## src/rtl/pkt_ram_writer.sv

```systemverilog
// pkt_ram_writer: ingress writer for the packet RAM. Stores each packet of a
// valid/ready word stream contiguously in a circular buffer covering the
// whole RAM and queues one (base, length) descriptor per packet for the
// switch core, which releases the space with pkt_done.
// Optional: define PKT_WRITER_STATS_EN to add the stat_pkts/stat_drops
// saturating counters and their ports.
module pkt_ram_writer #(
   parameter int unsigned DATA_WIDTH    = 32,
   parameter int unsigned ADDR_WIDTH    = 10,
   parameter int unsigned MAX_PKT_WORDS = 64,
   parameter int unsigned DESC_DEPTH    = 4
) (
   input  logic                  clk,
   input  logic                  rst,
   input  logic                  in_valid,
   output logic                  in_ready,
   input  logic [DATA_WIDTH-1:0] in_data,
   input  logic                  in_last,
   output logic                  ram_we,
   output logic [ADDR_WIDTH-1:0] ram_addr,
   output logic [DATA_WIDTH-1:0] ram_data,
   output logic                  pkt_valid,
   output logic [ADDR_WIDTH-1:0] pkt_base,
   output logic [ADDR_WIDTH:0]   pkt_len,
   input  logic                  pkt_done
`ifdef PKT_WRITER_STATS_EN
   ,
   output logic [31:0]           stat_pkts,
   output logic [31:0]           stat_drops
`endif
);

   localparam int unsigned LEN_W = ADDR_WIDTH + 1;
   localparam int unsigned PTR_W = (DESC_DEPTH > 1) ? $clog2(DESC_DEPTH) : 1;
   localparam int unsigned CNT_W = PTR_W + 1;

   localparam logic [LEN_W-1:0] RAM_WORDS = LEN_W'(1 << ADDR_WIDTH);
   localparam logic [LEN_W-1:0] MAX_LEN   = LEN_W'(MAX_PKT_WORDS);
   localparam logic [CNT_W-1:0] FIFO_FULL = CNT_W'(DESC_DEPTH);
   localparam logic [PTR_W-1:0] PTR_LAST  = PTR_W'(DESC_DEPTH - 1);

   typedef struct packed {
      logic [ADDR_WIDTH-1:0] base;
      logic [LEN_W-1:0]      len;
   } desc_t;

   typedef enum logic [1:0] {
      IDLE   = 2'd0,
      RECV   = 2'd1,
      DROP   = 2'd2,
      COMMIT = 2'd3
   } state_t;

   state_t                state_q, state_d;
   logic [LEN_W-1:0]      offset_q, offset_d;
   logic [ADDR_WIDTH-1:0] wr_ptr;
   logic [LEN_W-1:0]      used, used_d;
   desc_t                 fifo [DESC_DEPTH];
   logic [PTR_W-1:0]      rd_idx, wr_idx;
   logic [CNT_W-1:0]      count, count_d;
   desc_t                 head_c;
   logic                  accept_c;
   logic                  pop_c;
   logic                  wr_c;
   logic [ADDR_WIDTH-1:0] wr_addr_c;
   logic                  commit_c;
   logic                  drop_c;
   logic                  in_ready_d;

   assign accept_c  = in_valid & in_ready;
   assign head_c    = fifo[rd_idx];
   assign pop_c     = pkt_done & (count != '0);
   assign pkt_valid = (count != '0);
   assign pkt_base  = head_c.base;
   assign pkt_len   = head_c.len;

   // FSM state register and running word offset within the current packet
   always_ff @(posedge clk or negedge rst) begin
      if (!rst) begin
         state_q  <= IDLE;
         offset_q <= '0;
      end else begin
         state_q  <= state_d;
         offset_q <= offset_d;
      end
   end

   // Next-state, RAM write request, commit and drop decisions
   always_comb begin
      state_d   = state_q;
      offset_d  = offset_q;
      wr_c      = 1'b0;
      wr_addr_c = wr_ptr + ADDR_WIDTH'(offset_q);
      commit_c  = 1'b0;
      drop_c    = 1'b0;
      case (state_q)
         IDLE: begin
            if (accept_c) begin
               wr_c      = 1'b1;
               wr_addr_c = wr_ptr;
               offset_d  = LEN_W'(1);
               state_d   = in_last ? COMMIT : RECV;
            end
         end
         RECV: begin
            if (accept_c) begin
               if (offset_q >= MAX_LEN) begin
                  // Packet exceeds the limit; a word arriving here is never written.
                  // If it also ends the packet there is nothing left to discard.
                  drop_c  = 1'b1;
                  state_d = in_last ? IDLE : DROP;
               end else begin
                  wr_c     = 1'b1;
                  offset_d = offset_q + LEN_W'(1);
                  if (in_last) begin
                     state_d = COMMIT;
                  end
               end
            end
         end
         DROP: begin
            if (accept_c && in_last) begin
               state_d = IDLE;
            end
         end
         COMMIT: begin
            commit_c = 1'b1;
            state_d  = IDLE;
         end
         default: begin
            state_d = IDLE;
         end
      endcase
   end

   // Next reservation count, FIFO occupancy and ready for the following cycle
   always_comb begin
      used_d = used;
      if (commit_c) begin
         used_d = used_d + offset_q;
      end
      if (pop_c) begin
         used_d = used_d - head_c.len;
      end
      count_d = count;
      if (commit_c && !pop_c) begin
         count_d = count + CNT_W'(1);
      end else if (!commit_c && pop_c) begin
         count_d = count - CNT_W'(1);
      end
      if (state_d == IDLE) begin
         in_ready_d = ((RAM_WORDS - used_d) >= MAX_LEN) && (count_d != FIFO_FULL);
      end else if (state_d == COMMIT) begin
         in_ready_d = 1'b0;
      end else begin
         in_ready_d = 1'b1;
      end
   end

   // Write pointer, space accounting and descriptor FIFO
   always_ff @(posedge clk or negedge rst) begin
      if (!rst) begin
         wr_ptr <= '0;
         used   <= '0;
         count  <= '0;
         rd_idx <= '0;
         wr_idx <= '0;
         for (int i = 0; i < int'(DESC_DEPTH); i++) begin
            fifo[PTR_W'(i)] <= '0;
         end
      end else begin
         used  <= used_d;
         count <= count_d;
         if (commit_c) begin
            fifo[wr_idx] <= '{base: wr_ptr, len: offset_q};
            wr_idx       <= (wr_idx == PTR_LAST) ? '0 : wr_idx + PTR_W'(1);
            wr_ptr       <= wr_ptr + ADDR_WIDTH'(offset_q);
         end
         if (pop_c) begin
            rd_idx <= (rd_idx == PTR_LAST) ? '0 : rd_idx + PTR_W'(1);
         end
      end
   end

   // Registered RAM write port and stream ready
   always_ff @(posedge clk or negedge rst) begin
      if (!rst) begin
         ram_we   <= 1'b0;
         ram_addr <= '0;
         ram_data <= '0;
         in_ready <= 1'b0;
      end else begin
         ram_we   <= wr_c;
         in_ready <= in_ready_d;
         if (wr_c) begin
            ram_addr <= wr_addr_c;
            ram_data <= in_data;
         end
      end
   end

`ifdef PKT_WRITER_STATS_EN
   // Saturating counters of committed and dropped packets
   always_ff @(posedge clk or negedge rst) begin
      if (!rst) begin
         stat_pkts  <= '0;
         stat_drops <= '0;
      end else begin
         if (commit_c && (stat_pkts != '1)) begin
            stat_pkts <= stat_pkts + 32'd1;
         end
         if (drop_c && (stat_drops != '1)) begin
            stat_drops <= stat_drops + 32'd1;
         end
      end
   end
`else
   // Statistics counters are not built in this configuration.
`endif

endmodule

```

## config.mk

```make
export PLATFORM = sky130hd
export DESIGN_NAME = pkt_ram_writer
export DESIGN_NICKNAME = d
export VERILOG_FILES = /design/src/rtl/pkt_ram_writer.sv
export SDC_FILE = /design/constraint.sdc
export NUM_CORES = 1
export LEC_CHECK = 0
export CORE_ASPECT_RATIO = 0.75
export CORE_MARGIN = 8
export CORE_UTILIZATION = 28
export CTS_BUF_LIST = sky130_fd_sc_hd__clkbuf_4 sky130_fd_sc_hd__clkbuf_8
export CTS_CLUSTER_SIZE = 40
export DETAILED_ROUTE_END_ITERATION = 10
export PLACE_DENSITY = 0.54
export SYNTH_ARGS = -nofsm -noshare
export SYNTH_HDL_FRONTEND = slang
export SYNTH_SLANG_ARGS = --single-unit
```

## constraint.sdc

```tcl
create_clock -name clk -period 10.35 [get_ports clk]
set_input_delay 2.5875 -clock clk [delete_from_list [all_inputs] [get_ports clk]]
set_output_delay 2.5875 -clock clk [all_outputs]
set_load 0.005 [all_outputs]
```

==> results of run 1 <==
flip-flops by register name (all words and copies together) (netlist names), 2 cells and up:
| signal | flops |
|---|---|
| ram_data | 32 |
| wr_idx | 2 |
| wr_ptr | 10 |
| used | 11 |
| offset_q | 11 |
| state_q | 2 |
| count | 3 |
| ram_addr | 10 |
| rd_idx | 2 |
| fifo | 84 |
cells by family (layout without fill, tap and decap cells):
kind of cell	Yosys count	after routing	share of synthesized area, %
AND/OR/NAND/NOR	243	243	12.8
flip-flops	169	169	52.1
AO/OA/AOI/OAI	137	137	10.4
multiplexers	69	69	11.8
buffers and inverters	68	180	3.28
adder cells (fa/ha/maj)	44	44	6.67
XOR/XNOR	27	27	2.87
power by group:
part	switching, uW	internal [uW]	leakage [uW]
clock network	267	219	0.000196
logic	835	730	0.00228
registers	159	863	0.00200
total	1260	1810	0.00448
metal layers:
metal | vias to the layer above | global-route usage, %
li1 | 2903 | -
met3 | 19 | 5.47
met5 | - | 0
met2 | 163 | 17.9
met4 | 2 | 3.43
met1 | 2996 | 18.7
layout by cell type, fill, tap and decap left out, types with 14 or more instances in the layout:
master / instances
nand3_1: 16
clkdlybuf4s50_1: 101
clkbuf_8: 17
a21oi_1: 26
mux4_2: 21
nand2_1: 148
dfrtp_1: 127
nor3_1: 14
nor2_1: 23
xnor2_1: 15
edfxtp_1: 42
o21ai_0: 38
mux2_2: 40
ha_1: 39
inv_1: 37
how the worst min path moves through the flow:
stage / cells past startpoint / from / endpoint
after floorplan: 2 / fifo[42] / fifo[42]
after global placement: 2 / ram_data[26] / ram_data[26]
after detailed placement: 2 / ram_data[12] / ram_data[12]
after CTS: 2 / ram_data[28] / ram_data[28]
after global routing: 2 / fifo[54] / fifo[54]
final: 2 / ram_data[8] / ram_data[8]
layout make-up:
cell class	instances	area (um2)	area share [%]
multi-input cells	520	3800	36.6
flip-flops and latches	169	4440	42.8
clock buffers	17	234	2.26
well taps	399	499	4.82
clock inverters	15	165	1.59
inverters	37	139	1.34
repair buffers	111	1090	10.5
through the flow:
step                      util [%]  std cells  setup WS (ps)  instance area [um2]  total power (uW)
after floorplan                  -        757           6130                 8520              1980
after global placement        33.1       1236           4980                 9960              2600
after detailed placement      33.1       1236           4990                 9960              2590
after CTS                     34.5       1268           5200                10400              3100
after global routing          34.5       1268           5140                10400              3310
final                         34.5       1268           5290                10400              3070
worst max-delay path, stage by stage, from the launching register on:
cell	delay, ps
dfrtp_1	330
buf_4	430
mux4_2	700
clkdlybuf4s50_1	510
==> metrics.md, run 1 <==
| Metric | Value |
|---|---|
| Run status | completed |
| Leading area contributor after synthesis | dfrtp_1 |
| YS warnings | 0 |
| R2R Setup Slk | 5590 ps |
| Synthesis-to-finish area growth | 21.7% |
| R2R Path Start | offset_q[0] |
| Vias | 6,083 |
| Drt total wl | 23.4 mm |
| Width of the die | 217 um |
| DR WL/cell | 18.5 um |
| Via density | 4.80 |
| VDD IR max | 0.000111 V |
| Synthesized area per cell | 11.2 um2 |
| CTS Sinks | 169 |
| Global router's overall resource usage | 13.1% |
| R2R depth | 16 |
| Tcrit/Tclk final | 48.8% |
| Peak Freq | 0.198 GHz |
| Dominant cells by area after synthesis | dfrtp_1 37%, edfxtp_1 15%, nand2_1 6.5% |
| Port-buffer cells | 102 |
| Distinct cell type count after synthesis | 70 |
| Most numerous cell in the Yosys netlist | nand2_1 |
| Worst rel slew slack | 27.1% |
| Worst-path clk slew | 100 ps |
| Synth top area share | 37.3% |
| IO Pins | 103 |
| Clock Skews | 10.3 ps |
| Critical Path Start | rd_idx[0] |
| Initial DRT Pass Iterations | 4 |
| Met2 WL post-DR | 9.37 mm |
| TritonCTS Buffers | 17 |
| DR WL met3 | 2.12 mm |
| Vias in the first global route | 6,158 |
| Ys flop type | dfrtp_1 |
| Max Used Layer | met5 |
| Post-Route Setup TNS | 0 ps |
| Met1 Wirelength | 11.7 mm |
| Die H | 167 um |
| Setup bufs post-CTS | 0 |
| Setup repair after global routing missed its margin | false |
| Top post-synthesis cells by count | 148 x nand2_1, 127 x dfrtp_1, 42 x edfxtp_1 |
| DRC viols | 0 |
| H-tree levels | 4 |
| Final Hold Viols | 0 |
| Hold_buf cts | 0 |
| Ant. Diodes | 0 |
| DPL Wire Length | 16.5 mm |
| CP required | 7760 ps |
| Grt ovf | 0 |
| Post-Syn Nets | 836 |
| Largest net degree at the start of global routing | 76 |
| Mapped Area | 8520 um2 |
| Power density over cell area | 297 nW/um2 |
| CP arrival | 2470 ps |
| Initial Util | 28.3% |
| Share of cells above drive strength 1 | 13.2% |
| Iter 0 DRT Violations | 397 |
| Max clock buf depth | 2 |
| Core box area | 30,100 um2 |
| Kind of critical path | flip-flop to primary output |
| Std cell rows | 55 |
| Final setup vio count | 0 |
| CP Capture Point | pkt_len[10] |
| Number of flops mapped to enable cells by yosys | 42 |
| RD Place Congestion | 0.794 |
| Nets | 935 |
| Yosys reg bits | 169 |
| Fill count | 2,987 |
| Measured slew at the worst slew-check pin | 1090 ps |
| Crit end category | primary output |
| Terminus of the critical flop-to-flop path | in_ready |
| WHS | 483 ps |
| Antenna violations before repair | 1 |
| First-pass GRT wire length | 36.9 mm |
| Final max-slew violation count | 0 |
| Leakage | 0.00448 uW |
| Maximum fanout along the worst path | 24 |
| Die footprint | 36,300 um2 |
| Hold Crit Class | flip-flop to flip-flop |
| Post-Synthesis Cells | 757 |
| CP startpoint kind | flip-flop |
| CTS tree | built |
| Max Cap Viol | 0 |
| Ys async rst share | 75.1% |
| Final min period | 5060 ps |
| Clk_lat worst skew | 480 ps |
| Root buffer cell | clkbuf_8 |
| Post_cts resized | 0 |
| Register area share after synthesis | 52.1% |
| Detail Route Antenna Nets | 0 |
(Power assumes the default switching activity.)
==> inputs of run 2 (changes only) <==
==> constraint.sdc (replaced) <==
create_clock -name clk -period 4.8 [get_ports clk]
set_input_delay 1.2 -clock clk [delete_from_list [all_inputs] [get_ports clk]]
set_output_delay 1.2 -clock clk [all_outputs]
set_load 0.005 [all_outputs]
==> run 2 against run 1 <==
  * Critical path depth grew 13
  * First-iteration DRC count grew 31%
  * Core utilization grew 0.25 points
  * Critical path type is now flip-flop to flip-flop
  * Via count grew 1.7%
  * Combinational power grew 120%
  * Largest cell class unchanged
==> metrics.md, run 2 (synthesis results as in run 1) <==
| Metric | Value |
|---|---|
| Run status | completed |
| Measured slew at the worst slew-check pin | 880 ps |
| Tcrit/Tclk final | 92.4% |
| Terminus of the critical flop-to-flop path | in_ready |
| DR WL/cell | 18.4 um |
| Slowest CP cell | or4_1 |
| Initial DRT Pass Iterations | 5 |
| Die H | 167 um |
| Width of the die | 217 um |
| Pint | 3980 uW |
| Crit end category | flip-flop |
| Most used cell, CP | ha_1 |
| H-tree levels | 4 |
| Max clock buf depth | 2 |
| Ant. Diodes | 0 |
| Core box area | 30,100 um2 |
| Max Cap Viol | 0 |
| VDD IR max | 0.000262 V |
| Final max-slew violation count | 0 |
| Worst rel slew slack | 41.3% |
| Grt ovf | 0 |
| IO Pins | 103 |
| Hold Path End | ram_data[16] |
| Final Hold Viols | 0 |
| Die footprint | 36,300 um2 |
| Top flop regs | fifo: 84 flops, ram_data: 32 flops |
| Sw Ratio | 39.9% |
| Iter 0 DRT Violations | 521 |
| DRC viols | 0 |
| Largest Register | fifo |
| Comb power frac | 51.6% |
| CP required | 5170 ps |
| Final min period | 4440 ps |
| R2R Setup Slk | 360 ps |
| Via density | 4.83 |
| Nets | 947 |
| First-pass GRT wire length | 37.4 mm |
| Leakage | 0.00453 uW |
| Vias in the first global route | 6,307 |
| Clock power share | 15.6% |
| Largest net degree at the start of global routing | 66 |
| P_sw | 2640 uW |
| Hold Crit Class | flip-flop to flip-flop |
| Pre-CTS setup slack | 424 ps |
| Max reg flops | 84 |
| Most common cell after layout, fill and taps aside | nand2_1 |
| CTS Sinks | 169 |
| Hold_buf cts | 0 |
| Power density over cell area | 635 nW/um2 |
| Peak Freq | 0.225 GHz |
| RD Place Congestion | 0.836 |
| Kind of critical path | flip-flop to flip-flop |
| TritonCTS Buffers | 17 |
| Seq pwr share | 32.8% |
| Post_cts resized | 0 |
| R2R depth | 16 |
| Clk_lat worst skew | 490 ps |
| Drt total wl | 23.6 mm |
| CP arrival | 4810 ps |
| Clock Skews | 18.1 ps |
| Vias | 6,187 |
| Setup bufs post-CTS | 0 |
| Crit-path max cell delay | 480 ps |
| Std cell rows | 55 |
| CP startpoint kind | flip-flop |
| Root buffer cell | clkbuf_8 |
| Worst path cell trace | ha_1 > fa_1 > a211oi_1 > o21ai_1 > nand2_1 > xor2_1 > o21ai_0 > ha_1 > a21o_1 > or4_1 > o221ai_1 > a21oi_1 > a311o_2 > xnor2_2 > nor4_1 > a211oi_2 |
| Synthesis-to-finish area growth | 22.6% |
| Detail Route Antenna Nets | 0 |
| Maximum fanout along the worst path | 5 |
| DPL Wire Length | 16.8 mm |
| Min-Delay Path Depth | 2 |
| Initial Util | 28.3% |
| R2R Path Start | offset_q[0] |
| Setup repair after global routing missed its margin | false |
| Worst-path clk slew | 100 ps |
| Port-buffer cells | 102 |
| Antenna violations before repair | 0 |
| Global router's overall resource usage | 13.3% |
| Fill count | 2,985 |
| Final setup vio count | 0 |
| Most frequent cells in the layout | 148 x nand2_1, 127 x dfrtp_1, 101 x clkdlybuf4s50_1, 42 x edfxtp_1, 40 x mux2_2 |
| Hold Path Origin | ram_data[16] |
| Share of cells above drive strength 1 | 13.6% |
| Post-Route Setup TNS | 0 ps |
| CTS tree | built |
| Worst Slack Setup Final | 363 ps |
## run 2: changes by cell type in the layout (fill, tap and decap cells not counted), sizes merged
cell and delta:
clkinv +5, inv -6, buf +12, bufinv +1
clkbuf +2, clkinvlp -2
## run 2: layer usage
| layer | vias up | wire length, um | track usage [%] |
|---|---|---|---|
| met5 | - | 0 | 0 |
| met4 | 0 | 193 | 3.14 |
| met3 | 16 | 2260 | 6.39 |
| met2 | 194 | 9600 | 17.9 |
| met1 | 3051 | 11500 | 18.6 |
| li1 | 2926 | - | - |
## run 2: worst max path at each step
stage / from / to / slack, ps / cells past startpoint
3_3_place_gp: offset_q[0] / in_ready / 560 / 16
5_1_grt: used[0] / in_ready / 80 / 16
3_5_place_dp: offset_q[0] / in_ready / 420 / 16
4_1_cts: offset_q[0] / in_ready / 420 / 16
2_1_floorplan: offset_q[0] / in_ready / 730 / 16
6_report: offset_q[0] / in_ready / 360 / 16
## run 2: area by class of cell
| type | count | area, um2 | share of cell area [%] |
|---|---|---|---|
| clock inverters | 13 | 134 | 1.28 |
| well taps | 399 | 499 | 4.78 |
| flip-flops and latches | 169 | 4440 | 42.5 |
| multi-input cells | 520 | 3800 | 36.4 |
| clock buffers | 19 | 249 | 2.39 |
| inverters | 37 | 139 | 1.33 |
| repair buffers | 123 | 1180 | 11.3 |
## run 2: power by group through the flow
stage | combinational [uW] | sequential (uW) | clock (uW)
final | 3420 | 2170 | 1040
after global routing | 3800 | 2230 | 1130
after CTS | 3450 | 2170 | 1080
after floorplan | 2160 | 2100 | 0
after global placement | 3420 | 2190 | 0
after detailed placement | 3420 | 2190 | 0
## run 2: worst max-delay path: cells and delay by family (launching register included)
family / cells / cell delay (ps)
simple gates: 3 / 830
flops: 1 / 390
compound gates: 8 / 1780
fa+ha+maj: 3 / 1030
xor+xnor: 2 / 280
## run 2: through the flow
| stage | hold WS [ps] | instance area, um2 | utilization (%) | total power, uW | std cells |
|---|---|---|---|---|---|
| 2_1_floorplan | 445 | 8520 | - | 4270 | 757 |
| 3_3_place_gp | 456 | 10100 | 33.4 | 5610 | 1248 |
| 3_5_place_dp | 463 | 10100 | 33.4 | 5620 | 1248 |
| 4_1_cts | 484 | 10400 | 34.7 | 6700 | 1280 |
| 5_1_grt | 502 | 10400 | 34.7 | 7160 | 1280 |
| 6_report | 478 | 10400 | 34.7 | 6630 | 1280 |
==> inputs of run 3 (changes only) <==
--- a/config.mk
+++ b/config.mk
@@ -5,6 +5,7 @@
 export SDC_FILE = /design/constraint.sdc
 export NUM_CORES = 1
 export LEC_CHECK = 0
+export ABC_AREA = 1
 export CORE_ASPECT_RATIO = 0.75
 export CORE_MARGIN = 8
 export CORE_UTILIZATION = 28
==> run 3 against run 2 <==
  * Clock skew is 7.2 ps lower
  * Core utilization about the same
  * Final area rose by 0.59%
  * Die area grew 1.2%
  * Hold slack got worse by 1.5 ps
  * Flip-flop and latch count stayed put
==> metrics.md, run 3 <==
| Metric | Value |
|---|---|
| DRC viols | 0 |
| R2R Path Start | offset_q[0] |
| Final max-slew violation count | 0 |
| Post_cts resized | 0 |
| Root buffer cell | clkbuf_8 |
| TritonCTS Buffers | 17 |
| Worst rel slew slack | 44.0% |
| Initial Util | 28.5% |
| Share of cells above drive strength 1 | 5.31% |
| Hold_buf cts | 0 |
| Kind of critical path | flip-flop to primary output |
| CP startpoint kind | flip-flop |
| Initial DRT Pass Iterations | 5 |
| Tcrit/Tclk final | 79.6% |
| CP arrival | 2620 ps |
| Power density over cell area | 704 nW/um2 |
| Hold Path Origin | ram_data[29] |
| Die H | 168 um |
| Drt total wl | 24.0 mm |
| Synthesis-to-finish area growth | 21.7% |
| Detail Route Antenna Nets | 0 |
| Synth top area share | 36.8% |
| Hold Crit Class | flip-flop to flip-flop |
| Clk_lat worst skew | 470 ps |
| Post-Synthesis Cells | 1,038 |
| Post-Syn Nets | 1,117 |
| DR WL/cell | 15.5 um |
| Setup bufs post-CTS | 0 |
| Max reg flops | 84 |
| CTS Sinks | 169 |
| Port-buffer cells | 102 |
| Leading area contributor after synthesis | dfrtp_1 |
| Top flop regs | fifo: 84 flops, ram_data: 32 flops |
| Synthesized area per cell | 8.31 um2 |
| Core box area | 30,300 um2 |
| Antenna violations before repair | 0 |
| Peak Freq | 0.262 GHz |
| Max clock buf depth | 2 |
| Most frequent cells in the layout | 351 x nand2_1, 127 x dfrtp_1, 114 x inv_1, 101 x clkdlybuf4s50_1, 92 x o21ai_0 |
| Worst-path clk slew | 100 ps |
| Final min period | 3820 ps |
| Most common cell after layout, fill and taps aside | nand2_1 |
| Final Hold Viols | 0 |
| Largest net degree at the start of global routing | 63 |
| RD Place Congestion | 0.834 |
| Most numerous cell in the Yosys netlist | nand2_1 |
| Mapped Area | 8630 um2 |
| Run status | completed |
| Top post-synthesis cells by count | 351 x nand2_1, 127 x dfrtp_1, 114 x inv_1 |
| Post-Route Setup TNS | 0 ps |
| CP required | 3600 ps |
| Max Cap Viol | 0 |
| Leakage | 0.00487 uW |
| Placed cell areas | 10,100 um2 |
| Final setup vio count | 0 |
| Vias in the first global route | 6,783 |
| Crit end category | primary output |
| Critical Path Start | rd_idx[1] |
| YS warnings | 0 |
| Vias | 7,010 |
| First-pass GRT wire length | 38.7 mm |
| Ys async rst share | 75.1% |
| Width of the die | 219 um |
| Die footprint | 36,700 um2 |
| Nets | 1,215 |
| Yosys reg bits | 169 |
| Iter 0 DRT Violations | 389 |
| Ant. Diodes | 0 |
| Grt ovf | 0 |
| Std cell rows | 55 |
| H-tree levels | 4 |
| CTS tree | built |
| Global router's overall resource usage | 13.3% |
| Maximum fanout along the worst path | 19 |
| Largest Register | fifo |
| Number of flops mapped to enable cells by yosys | 42 |
| Distinct cell type count after synthesis | 39 |
| Via density | 4.53 |
| Measured slew at the worst slew-check pin | 840 ps |
| Setup repair after global routing missed its margin | false |
| Ys flop type | dfrtp_1 |
| Register area share after synthesis | 51.5% |
| Clock Skews | 10.8 ps |
| IO Pins | 103 |
| Fin area | 10,500 um2 |
| Dominant cells by area after synthesis | dfrtp_1 37%, nand2_1 15%, edfxtp_1 15% |
| DPL Wire Length | 17.3 mm |
| VDD IR max | 0.000302 V |
-- run 3: changes by cell type after synthesis, sizes merged, moves of 12 or more --
cell   change
xnor2     -12
nand3     +24
mux4      -21
nor3      -12
nor2      +45
o21ai     +59
mux2      -41
nand2    +204
inv       +79
-- run 3: critical path, cell delays in order (launching register included) --
cell             delay, ps
dfrtp_1                390
inv_1                  470
o21ai_0                180
o22ai_1                480
clkdlybuf4s50_1        630
-- run 3: logic make-up after synthesis --
logic type	Yosys count	share of synthesized area, %
buffers and inverters	153	6.96
AO/OA/AOI/OAI	175	11.3
flip-flops	169	51.5
adder cells (fa/ha/maj)	42	6.35
AND/OR/NAND/NOR	487	22.7
XOR/XNOR	12	1.22
-- run 3: per-layer routing --
metal,track usage [%],wire [um]
met1,19.3,12500
met4,3.21,184
met2,18.4,9580
met3,4.76,1740
met5,0,0
-- run 3: where the power goes --
| group | total (uW) | switching (uW) | internal, uW |
|---|---|---|---|
| Clock | 1040 | 571 | 471 |
| Combinational | 4050 | 2390 | 1660 |
| Sequential | 2300 | 335 | 1960 |
-- run 3: area by class of cell --
cell class	instances	area (um2)
fill	3211	19800
sequential	169	4440
multi-input combinational	716	3600
timing repair buffer	116	1130
tap	399	499
inverter	116	435
clock buffer	17	234
clock inverter	15	165
-- run 3: final timing paths --
| kind | depth (start not counted) | end | slack, ps |
|---|---|---|---|
| hold / removal | 2 | ram_data[29] | 480 |
| setup reg to reg | 25 | in_ready | 1170 |
| min in group asynchronous | 1 | ram_data[21] | 550 |
| max in group asynchronous | 3 | fifo[51] | 2500 |
| setup / recovery | 4 | pkt_len[0] | 980 |
| hold reg to reg | 2 | ram_data[29] | 480 |
-- run 3: metrics by stage --
stage                     instances  setup WS [ps]  utilization, %  total power, uW  hold WS, ps
after floorplan                1038           1530               -             4810          448
after global placement         1516           1220            33.4             6390          453
final                          1548            977            34.7             7390          477
after global routing           1548            755            34.7             8160          509
after CTS                      1548            906            34.7             7490          480
after detailed placement       1516           1200            33.4             6410          460
